--- src/rtl/bitty_pkg.sv ---
// Shared constants and helpers for the bitty register file.
//   WIDTH_DEF / NREGS_DEF : default word width and register count
//   NIB                   : nibbles per default-width word
//   nib_merge()           : nibble-masked merge of a new word over an old one
package bitty_pkg;

  localparam int WIDTH_DEF = 16;
  localparam int NREGS_DEF = 8;
  localparam int NIB       = WIDTH_DEF / 4;

  // nib_merge works on a fixed wide word so any WIDTH up to MERGE_W can use it
  // by zero-extending its operands and truncating the result.
  localparam int MERGE_W   = 64;

  function automatic logic [MERGE_W-1:0] nib_merge(
    input logic [MERGE_W-1:0]   old_w,
    input logic [MERGE_W-1:0]   new_w,
    input logic [MERGE_W/4-1:0] mask
  );
    logic [MERGE_W-1:0] res;
    res = old_w;
    for (int k = 0; k < MERGE_W / 4; k++) begin
      if (mask[k]) res[4*k +: 4] = new_w[4*k +: 4];
    end
    return res;
  endfunction

endpackage

--- src/rtl/rgstr_file_rport.sv ---
// One registered read port of rgstr_file.
//   raddr_i            read address, sampled every rising edge
//   regs_i / busy_i    current storage contents and busy vector
//   wr_ok_i, waddr_i,  qualified write this cycle and its merged data
//   wr_data_i
//   lk_ok_i, lk_addr_i qualified lock this cycle
//   rdata_o / busy_o   registered read result (post-update view of raddr_i)
module rgstr_file_rport
  import bitty_pkg::*;
#(
  parameter int WIDTH   = WIDTH_DEF,
  parameter int NREGS   = NREGS_DEF,
  parameter int AW      = $clog2(NREGS),
  parameter bit ZERO_R0 = 1'b0
) (
  input  logic             clk,
  input  logic             reset,
  input  logic [AW-1:0]    raddr_i,
  input  logic [WIDTH-1:0] regs_i [NREGS],
  input  logic [NREGS-1:0] busy_i,
  input  logic             wr_ok_i,
  input  logic [AW-1:0]    waddr_i,
  input  logic [WIDTH-1:0] wr_data_i,
  input  logic             lk_ok_i,
  input  logic [AW-1:0]    lk_addr_i,
  output logic [WIDTH-1:0] rdata_o,
  output logic             busy_o
);

  logic [WIDTH-1:0] rdata_d, rdata_q;
  logic             busy_d, busy_q;

  // The output register is loaded with the value the addressed register will
  // hold after this edge, so a same-cycle write/lock is visible immediately.
  always_comb begin
    rdata_d = '0;
    busy_d  = 1'b0;
    if ((32'(raddr_i) < NREGS) && !(ZERO_R0 && (raddr_i == '0))) begin
      rdata_d = regs_i[raddr_i];
      busy_d  = busy_i[raddr_i];
      if (wr_ok_i && (waddr_i == raddr_i)) begin
        rdata_d = wr_data_i;
        busy_d  = 1'b0;
      end
      if (lk_ok_i && (lk_addr_i == raddr_i)) busy_d = 1'b1;
    end
  end

  always_ff @(posedge clk or posedge reset) begin
    if (reset) begin
      rdata_q <= '0;
      busy_q  <= 1'b0;
    end else begin
      rdata_q <= rdata_d;
      busy_q  <= busy_d;
    end
  end

  assign rdata_o = rdata_q;
  assign busy_o  = busy_q;

endmodule

--- src/rtl/rgstr_file.sv ---
// Register file: NREGS x WIDTH storage, one nibble-masked write port, two
// registered read ports with write-to-read bypass, per-register busy bits.
//   clk, reset               clock, async active-high reset
//   we_i/waddr_i/wdata_i/    masked write
//   wmask_i
//   lock_i/lock_addr_i       set busy on a register
//   raddr_a_i / raddr_b_i    read addresses
//   rdata_a_o/b_o,           registered read data and busy bits
//   busy_a_o/b_o
module rgstr_file
  import bitty_pkg::*;
#(
  parameter int WIDTH   = WIDTH_DEF,
  parameter int NREGS   = NREGS_DEF,
  parameter int AW      = $clog2(NREGS),
  parameter bit ZERO_R0 = 1'b0
) (
  input  logic               clk,
  input  logic               reset,
  input  logic               we_i,
  input  logic [AW-1:0]      waddr_i,
  input  logic [WIDTH-1:0]   wdata_i,
  input  logic [WIDTH/4-1:0] wmask_i,
  input  logic               lock_i,
  input  logic [AW-1:0]      lock_addr_i,
  input  logic [AW-1:0]      raddr_a_i,
  input  logic [AW-1:0]      raddr_b_i,
  output logic [WIDTH-1:0]   rdata_a_o,
  output logic [WIDTH-1:0]   rdata_b_o,
  output logic               busy_a_o,
  output logic               busy_b_o
);

  logic [WIDTH-1:0] regs_q [NREGS];
  logic [WIDTH-1:0] regs_d [NREGS];
  logic [NREGS-1:0] busy_q, busy_d;
  logic             wr_ok, lk_ok;
  logic [WIDTH-1:0] wr_old, wr_merged;

  // Writes/locks beyond NREGS, or to r0 when it is hardwired, are dropped here
  // so storage and both read ports see only qualified updates.
  always_comb begin
    wr_ok     = we_i && (32'(waddr_i) < NREGS) && !(ZERO_R0 && (waddr_i == '0));
    lk_ok     = lock_i && (32'(lock_addr_i) < NREGS) && !(ZERO_R0 && (lock_addr_i == '0));
    wr_old    = (32'(waddr_i) < NREGS) ? regs_q[waddr_i] : '0;
    wr_merged = WIDTH'(nib_merge(MERGE_W'(wr_old), MERGE_W'(wdata_i), (MERGE_W/4)'(wmask_i)));
  end

  // Lock is applied after the write so a same-cycle lock leaves busy set.
  always_comb begin
    regs_d = regs_q;
    busy_d = busy_q;
    if (wr_ok) begin
      regs_d[waddr_i] = wr_merged;
      busy_d[waddr_i] = 1'b0;
    end
    if (lk_ok) busy_d[lock_addr_i] = 1'b1;
  end

  always_ff @(posedge clk or posedge reset) begin
    if (reset) begin
      regs_q <= '{default: '0};
      busy_q <= '0;
    end else begin
      regs_q <= regs_d;
      busy_q <= busy_d;
    end
  end

  rgstr_file_rport #(
    .WIDTH(WIDTH), .NREGS(NREGS), .AW(AW), .ZERO_R0(ZERO_R0)
  ) u_rport_a (
    .clk(clk), .reset(reset), .raddr_i(raddr_a_i),
    .regs_i(regs_q), .busy_i(busy_q),
    .wr_ok_i(wr_ok), .waddr_i(waddr_i), .wr_data_i(wr_merged),
    .lk_ok_i(lk_ok), .lk_addr_i(lock_addr_i),
    .rdata_o(rdata_a_o), .busy_o(busy_a_o)
  );

  rgstr_file_rport #(
    .WIDTH(WIDTH), .NREGS(NREGS), .AW(AW), .ZERO_R0(ZERO_R0)
  ) u_rport_b (
    .clk(clk), .reset(reset), .raddr_i(raddr_b_i),
    .regs_i(regs_q), .busy_i(busy_q),
    .wr_ok_i(wr_ok), .waddr_i(waddr_i), .wr_data_i(wr_merged),
    .lk_ok_i(lk_ok), .lk_addr_i(lock_addr_i),
    .rdata_o(rdata_b_o), .busy_o(busy_b_o)
  );

endmodule

--- config.mk ---
export PLATFORM = sky130hd
export DESIGN_NAME = rgstr_file
export DESIGN_NICKNAME = d
export VERILOG_FILES = /design/src/rtl/bitty_pkg.sv /design/src/rtl/rgstr_file_rport.sv /design/src/rtl/rgstr_file.sv
export SDC_FILE = /design/constraint.sdc
export NUM_CORES = 1
export LEC_CHECK = 0
export ABC_AREA = 1
export CAP_MARGIN = 20
export CORE_MARGIN = 4
export CORE_UTILIZATION = 55
export DETAILED_ROUTE_END_ITERATION = 12
export PLACE_DENSITY_LB_ADDON = 0.05
export SLEW_MARGIN = 20
export SYNTH_ARGS = -nofsm -noshare
export SYNTH_HDL_FRONTEND = slang
export SYNTH_SLANG_ARGS = --single-unit
--- constraint.sdc ---
create_clock -name clk -period 5 [get_ports clk]
set_input_delay 0.5 -clock clk [delete_from_list [all_inputs] [get_ports clk]]
set_output_delay 0.5 -clock clk [all_outputs]
set_load 0.1 [all_outputs]
==> flow_summary_export.csv, run 1 <==
group,metric,value,unit
outcome,status,"finished clean",
layout,mostFrequentLayoutCell,"nand2_1",
route,antenna_left,0,
sta,setup_violations,0,
cts,clock_sinks,170,
setup_path,required,5310,ps
layout,layout-drive-gt1-share,0.0825,
sta,holdWs,482,ps
power_and_ir_drop,ir_worst_vdd,0.257,mV
placed_design,hpwlAfterDp,21.8,mm
power_and_ir_drop,power_density,396,mW/mm^2
global_route,globalRoute.totalOverflow,0,
global_route,met1_usage,0.476,
route,first_iter_violations,1556,
placed_design,place_ws,1800,ps
global_route,grt_max_degree,145,
setup_path,path_max_fanout,17,
setup_path,cp-startpoint,"waddr_i[2]",
cts,cts_resized,0,
cts,cts_root_buf,"clkbuf_16",
sta,maxSlewHeadroom,0.293,
global_route,grt_pass1_wl,60.9,mm
sta,fmax,0.351,GHz
synthesis,synth_seq_cells,170,
floorplan,core_area,0.0194,mm^2
sta,setup-tns-final,0,ps
flow_run,drv_cap,0,
setup_path,worstPathArrival,3170,ps
placed_design,gp_congestion,0.886,
floorplan,start_util,0.557,
floorplan,die_width,148,um
setup_path,ff2ff_setup_slack,3660,ps
layout,layout_common_cells,"nand2_1 (471), nand3_1 (334), dfrtp_1 (170)",
power_and_ir_drop,p_leak,6.07,nW
setup_path,crit_type,"input pin to flip-flop",
route,wl_per_cell,21.2,um
sta,post-route-period-util,0.571,
cts,holdBufCountCts,0,
cts,cts_max_level,4,
route,via_per_inst,6.08,
global_route,grt_pass1_vias,10569,
floorplan,pin_count,70,
synthesis,syn-mean-instance-area,6.78,um^2
sta,rsz0062_at_grt,"no",
layout,antennaDiodeCount,0,
placed_design,io_buffers,69,
setup_path,rr_worst_depth,8,
global_route,grt.busiest_layer,"met2",
sta,min_period,2850,ps
global_route,met2_usage,0.555,
synthesis,synth.area.top_cells,"dfrtp_1 (39%), nand2_1 (16%), nand3_1 (15%), o21ai_0 (5.8%), a21oi_1 (5.1%)",
global_route,track_usage,0.363,
layout,layout.nets,1635,
setup_path,r2r_start,"regs_q[41]$_DFFE_PP0P_",
layout,area.growth.synth_to_final,11.2,%
synthesis,syn_area,0.0108,mm^2
synthesis,synth_nets,1630,
route,drc,0,
sta,tightestPinTransition,1060,ps
route,drt_first_pass_iters,9,
cts,tritoncts,"done",
global_route,antenna_found_initial,0,
setup_path,endpoint,"busy_q[4]$_DFF_PP0_",
synthesis,yosys_warnings,0,
cts,clockBufferDepth,2,
sta,slew_violations,0,
synthesis,synth_seq_area_share,0.394,
synthesis,netlist_instances,1594,
sta,skew,13.9,ps
min_path,hp-class,"flip-flop to flip-flop",
floorplan,dieHeight,148,um
cts,cts_setup_buffers,0,
floorplan,dieArea,0.0220,mm^2
route,wl,39.8,mm
synthesis,synth.top_cell.area_share,0.394,
global_route,gr-usage-met3,0.0984,
synthesis,synth_largest_area_cell,"dfrtp_1",
cts,insertion_delay,450,ps
floorplan,rows,51,
cts,numCtsBuffers,17,
sta,setup_slack,2150,ps
setup_path,end_kind,"flip-flop",
setup_path,critPathLaunchType,"input pin",
synthesis,ys_types,29,
sta,hold_viol,0,
cts,cts.clk_slew.worst_paths,70,ps
route,vias,11405,
setup_path,reg2reg_to,"regs_q[105]$_DFFE_PP0P_",
flip-flops by register name, summed over array words and instances (netlist names):
| signal | cells |
|---|---|
| regs_q | 128 |
| u_rport_b.busy_o | 1 |
| u_rport_b.rdata_o | 16 |
| busy_q | 8 |
| u_rport_a.rdata_o | 16 |
| u_rport_a.busy_o | 1 |
synthesized netlist by cell type:
cell and number:
buf_6 12, nor2_1 35, nor2_4 6, inv_1 137, nand3_2 1, nand2_2 15, xnor2_1 2, inv_2 18
o2111ai_1 2, dfrtp_1 170, nand2_1 471, buf_1 23, clkinv_1 2, clkbuf_1 31, o21ai_1 2, xor2_1 2
o22ai_1 1, nor2_8 1, o21ai_0 125, a21oi_2 1, nand3_1 334, buf_2 30, nor2_2 8, or2_2 16
nand2_4 6, a21oi_1 111, o211ai_1 21, inv_4 1, buf_4 10
power breakdown:
part | internal (mW) | leakage, nW | switching (mW) | total, mW
sequential | 1.66 | 2.11 | 0.216 | 1.88
clock | 0.749 | 0.284 | 0.624 | 1.37
combinational | 0.428 | 3.67 | 1.08 | 1.51
total | 2.84 | 6.07 | 1.93 | 4.76
cells by family after synthesis:
kind of cell    after synthesis  synth area share
xor+xnor                      4           0.00324
buf+inv                     264             0.107
compound gates              263             0.128
simple gates                893             0.368
flops                       170             0.394
per-stage QoR:
| step | power [mW] | utilization | instances | cell area, um^2 |
|---|---|---|---|---|
| 6_report | 4.76 | 0.620 | 1877 | 12000 |
| 5_1_grt | 5.00 | 0.620 | 1877 | 12000 |
| 4_1_cts | 4.74 | 0.620 | 1877 | 12000 |
| 3_5_place_dp | 3.37 | 0.589 | 1845 | 11400 |
| 3_3_place_gp | 3.36 | 0.589 | 1845 | 11400 |
| 2_1_floorplan | 2.98 | - | 1594 | 10800 |
area by class of cell:
class	instances	area, um^2
Clock inverter	14	161
Clock buffer	18	429
Sequential cell	170	4250
Timing Repair Buffer	92	851
Tap cell	265	332
Multi-Input combinational cell	1160	5400
Fill cell	1839	7380
Inverter	158	599
layer usage:
| layer | routed length (um) | share of wire |
|---|---|---|
| met5 | 0 | 0 |
| met3 | 5080 | 0.13 |
| met2 | 17500 | 0.44 |
| met4 | 2320 | 0.058 |
| met1 | 14900 | 0.37 |
how the worst min path moves through the flow:
stage	from	to	depth (start not counted)
floorplan	regs_q[80]$_DFFE_PP0P_	regs_q[80]$_DFFE_PP0P_	2
global placement	regs_q[23]$_DFFE_PP0P_	regs_q[23]$_DFFE_PP0P_	2
detailed placement	regs_q[35]$_DFFE_PP0P_	regs_q[35]$_DFFE_PP0P_	2
CTS	regs_q[95]$_DFFE_PP0P_	regs_q[95]$_DFFE_PP0P_	2
global route	regs_q[85]$_DFFE_PP0P_	regs_q[85]$_DFFE_PP0P_	2
finish	regs_q[95]$_DFFE_PP0P_	regs_q[95]$_DFFE_PP0P_	2
worst max-delay path, cell delays in order:
cell,delay (ps)
clkdlybuf4s50_1,800
inv_2,90
nor2_4,500
inv_2,140
nor2_4,540
inv_2,370
nand2_1,120
o21ai_0,80
Note: power is estimated with default switching activity, not from simulation.
==> run 2, diff against run 1 <==
- clock period: 5 -> 2.5 ns (I/O delays scaled with it)
==> flow_summary_export.csv, run 2 (synthesis gave the netlist of run 1 again) <==
group,metric,value,unit
layout,mostFrequentLayoutCell,"nand2_1",
placed_design,hpwlAfterDp,24.2,mm
sta,maxSlewHeadroom,0.275,
cts,cts.clk_slew.worst_paths,70,ps
setup_path,required,2880,ps
floorplan,pin_count,70,
global_route,grt_pass1_wl,61.5,mm
setup_path,worstPathArrival,2300,ps
sta,setup-tns-final,0,ps
sta,fmax,0.521,GHz
route,antenna_left,0,
outcome,status,"finished clean",
power_and_ir_drop,p_leak,6.28,nW
min_path,hp-class,"input pin to async pin",
cts,cts_root_buf,"clkbuf_16",
floorplan,die_width,148,um
route,wl_per_cell,21.0,um
cts,clock_sinks,170,
placed_design,gp_congestion,0.920,
floorplan,core_area,0.0194,mm^2
sta,skew,11.9,ps
setup_path,path_max_fanout,16,
sta,slew_violations,0,
floorplan,rows,51,
setup_path,crit_type,"input pin to flip-flop",
layout,post-route-cell-area,0.0123,mm^2
route,via_per_inst,6.05,
cts,numCtsBuffers,17,
layout,layout.nets,1663,
sta,min_period,1920,ps
placed_design,io_buffers,69,
sta,setup_slack,582,ps
route,drc,0,
sta,post-route-period-util,0.767,
layout,layout_common_cells,"nand2_1 (471), nand3_1 (334), dfrtp_1 (170)",
placed_design,place_ws,175,ps
layout,antennaDiodeCount,0,
global_route,grt_max_degree,80,
layout,area.growth.synth_to_final,13.4,%
route,drt_first_pass_iters,6,
layout,instances_no_fill,1905,
layout,layout-drive-gt1-share,0.118,
layout,top_register,"regs_q",
route,first_iter_violations,1609,
route,vias,11521,
cts,insertion_delay,450,ps
cts,cts_resized,0,
placed_design,dpl.cell_count,1873,
flow_run,drv_cap,0,
global_route,track_usage,0.365,
global_route,antenna_found_initial,1,
cts,cts_setup_buffers,0,
global_route,globalRoute.totalOverflow,0,
layout,largest_reg_flops,128,
power_and_ir_drop,power_density,794,mW/mm^2
sta,rsz0062_at_grt,"no",
sta,setup_violations,0,
floorplan,start_util,0.557,
sta,hold_viol,0,
cts,holdBufCountCts,0,
route,wl,40.0,mm
setup_path,critPathLaunchType,"input pin",
cts,cts_max_level,4,
sta,tightestPinTransition,1090,ps
power_and_ir_drop,ir_worst_vdd,0.510,mV
placed_design,dpl_cell_area,0.0116,mm^2
cts,tritoncts,"done",
cts,clockBufferDepth,2,
setup_path,end_kind,"flip-flop",
global_route,grt_pass1_vias,10713,
power_and_ir_drop,power,9.73,mW
floorplan,dieHeight,148,um
setup_path,ff2ff_setup_slack,1160,ps
floorplan,dieArea,0.0220,mm^2
[run 2: cell count changes in the layout (fill, tap and decap cells not counted), sizes merged]
cell,previous run,this run
buf,28,90
clkdlybuf4s50,64,30
clkbuf,18,23
inv,161,156
clkinv,6,3
bufinv,2,4
clkinvlp,3,4
[run 2: worst paths after layout]
check,start,endpoint,cells past startpoint
setup reg to reg,regs_q[1]$_DFFE_PP0P_,regs_q[81]$_DFFE_PP0P_,8
hold reg to reg,regs_q[36]$_DFFE_PP0P_,regs_q[36]$_DFFE_PP0P_,2
max in group asynchronous,reset,regs_q[22]$_DFFE_PP0P_,3
hold / removal,reset,u_rport_b.rdata_o[13]$_DFF_PP0_,2
min in group clk,raddr_b_i[0],u_rport_b.busy_o$_DFF_PP0_,6
setup / recovery,waddr_i[2],regs_q[40]$_DFFE_PP0P_,9
[run 2: worst max-delay path, cell delays in order]
cell             delay [ps]
clkdlybuf4s50_1         790
nand2_2                 160
inv_2                   430
nand3_1                 120
nand2_1                 120
nor2_1                   50
nand2_2                 180
nand3_1                 110
nand2_1                  80
[run 2: through the flow]
step,util,hold slack (ps)
2_1_floorplan,-,357
3_3_place_gp,0.598,462
3_5_place_dp,0.598,465
4_1_cts,0.632,76.2
5_1_grt,0.632,85.2
6_report,0.632,74.5
[run 2: layer usage]
metal | GRT usage | part of all wire | vias up
met5 | 0 | 0 | -
met4 | 0.152 | 0.045 | 0
met3 | 0.0917 | 0.13 | 155
met2 | 0.550 | 0.43 | 850
met1 | 0.504 | 0.39 | 5258
li1 | - | - | 5258
[run 2: where the power goes]
part	switching, mW	internal [mW]	total (mW)
registers	0.422	3.32	3.74
clock network	1.17	1.79	2.96
logic	2.18	0.856	3.03
[run 2: final cells by class]
cell class                      instances  area [um^2]
Inverter                              158          599
Timing Repair Buffer                  120         1030
Fill cell                            1851         7140
Multi-Input combinational cell       1160         5400
Tap cell                              265          332
Clock buffer                           23          488
Clock inverter                          9          160
Sequential cell                       170         4250
==> run 3, diff against run 2 <==
- clock period: 2.5 -> 1.6 ns (I/O delays scaled with it)
==> flow_summary_export.csv, run 3 (synthesis gave the netlist of run 1 again) <==
group,metric,value,unit
outcome,status,"finished clean",
cts,cts_max_level,4,
setup_path,critPathLaunchType,"input pin",
power_and_ir_drop,swShare,0.396,
cts,clockBufferDepth,2,
cts,holdBufCountCts,0,
global_route,globalRoute.totalOverflow,0,
floorplan,pin_count,70,
setup_path,path_max_fanout,10,
layout,post-route-cell-area,0.0132,mm^2
layout,antennaDiodeCount,0,
power_and_ir_drop,internal_power,9.18,mW
sta,hold_viol,0,
sta,post-route-period-util,0.936,
cts,cts_resized,0,
power_and_ir_drop,power_density,1160,mW/mm^2
power_and_ir_drop,p_seq_frac,0.391,
cts,cts.clk_slew.worst_paths,70,ps
sta,skew,12.5,ps
layout,layout-drive-gt1-share,0.146,
setup_path,required,1930,ps
sta,rsz0062_at_grt,"no",
setup_path,crit_type,"input pin to flip-flop",
global_route,track_usage,0.366,
placed_design,io_buffers,69,
placed_design,dpl_cell_area,0.0126,mm^2
setup_path,end_kind,"flip-flop",
layout,layout.nets,1716,
layout,layout_common_cells,"nand2_1 (471), nand3_1 (334), dfrtp_1 (170)",
layout,fin_util,0.678,
placed_design,hpwlAfterDp,26.5,mm
global_route,grt_max_degree,88,
route,drc,0,
layout,largest_reg_flops,128,
route,wl,39.9,mm
layout,area.growth.synth_to_final,21.8,%
flow_run,drv_cap,0,
sta,maxSlewHeadroom,0.608,
floorplan,dieHeight,148,um
setup_path,ff2ff_setup_slack,260,ps
power_and_ir_drop,p_leak,6.71,nW
power_and_ir_drop,p_comb_frac,0.347,
min_path,hp-class,"input pin to async pin",
route,antenna_left,0,
cts,cts_setup_buffers,0,
cts,cts_root_buf,"clkbuf_16",
setup_path,path_cells,"clkdlybuf4s50_1 > buf_4 > nor2_8 > nand2_2 > buf_4 > nor2_1 > nor2_1 > nand2_2 > nand3_1 > nand2_1",
global_route,grt_pass1_wl,61.7,mm
cts,insertion_delay,440,ps
power_and_ir_drop,switchingPower,6.03,mW
floorplan,core_area,0.0194,mm^2
route,first_iter_violations,1517,
sta,setup_violations,0,
global_route,antenna_found_initial,0,
power_and_ir_drop,p_clk_frac,0.262,
sta,tightestPinTransition,587,ps
sta,setup-tns-final,0,ps
placed_design,gp_congestion,0.964,
route,wl_per_cell,20.4,um
cts,tritoncts,"done",
route,vias,11655,
placed_design,place_ws,-335,ps
floorplan,rows,51,
layout,top_register,"regs_q",
sta,min_period,1500,ps
route,via_per_inst,5.95,
global_route,grt_pass1_vias,11058,
floorplan,dieArea,0.0220,mm^2
cts,numCtsBuffers,17,
sta,slew_violations,0,
power_and_ir_drop,ir_worst_vdd,0.704,mV
floorplan,die_width,148,um
floorplan,start_util,0.557,
sta,setup_slack,103,ps
route,drt_first_pass_iters,9,
layout,mostFrequentLayoutCell,"nand2_1",
setup_path,cp_slowest_cell,"clkdlybuf4s50_1",
sta,fmax,0.668,GHz
cts,clock_sinks,170,
setup_path,critPathMaxStageDelay,530,ps
setup_path,worstPathArrival,1830,ps
run 3: stage by stage:
step	total power, mW	hold slack [ps]	std cells
floorplan	9.31	267	1594
global placement	11.1	462	1926
detailed placement	11.2	465	1926
CTS	15.2	248	1958
global route	16.0	271	1958
finish	15.2	213	1958
run 3: layout make-up:
cell class,count,area (um^2)
Fill cell,1719,6240
Sequential cell,170,4250
Clock buffer,18,429
Clock inverter,14,123
Multi-Input combinational cell,1160,5400
Tap cell,265,332
Timing Repair Buffer,173,2020
Inverter,158,602
run 3: power groups by stage:
stage	Combinational [mW]	Clock, mW	Sequential [mW]
2_1_floorplan	2.45	0	6.85
3_3_place_gp	5.12	0	5.96
3_5_place_dp	5.20	0	5.98
4_1_cts	5.22	4.02	5.92
5_1_grt	5.73	4.23	6.05
6_report	5.27	3.98	5.95
run 3: worst paths after layout:
kind | start | to | cells past startpoint
worst max-delay path | waddr_i[2] | regs_q[88]$_DFFE_PP0P_ | 10
worst min-delay path | reset | regs_q[92]$_DFFE_PP0P_ | 3
worst max register to register | regs_q[87]$_DFFE_PP0P_ | u_rport_a.rdata_o[7]$_DFF_PP0_ | 8
worst min register to register | regs_q[30]$_DFFE_PP0P_ | regs_q[30]$_DFFE_PP0P_ | 2
max in group asynchronous | reset | regs_q[70]$_DFFE_PP0P_ | 3
min in group clk | raddr_a_i[1] | u_rport_a.rdata_o[11]$_DFF_PP0_ | 6
run 3: critical path, delay by kind of cell:
family / cells / cell delay (ps)
simple gates: 7 / 730
buf+inv: 3 / 920
run 3: routing by layer:
metal | GRT usage | part of all wire | vias up
li1 | - | - | 5368
met1 | 0.488 | 0.38 | 5280
met2 | 0.553 | 0.44 | 830
met3 | 0.0990 | 0.13 | 177
met4 | 0.178 | 0.055 | 0
met5 | 0 | 0 | -
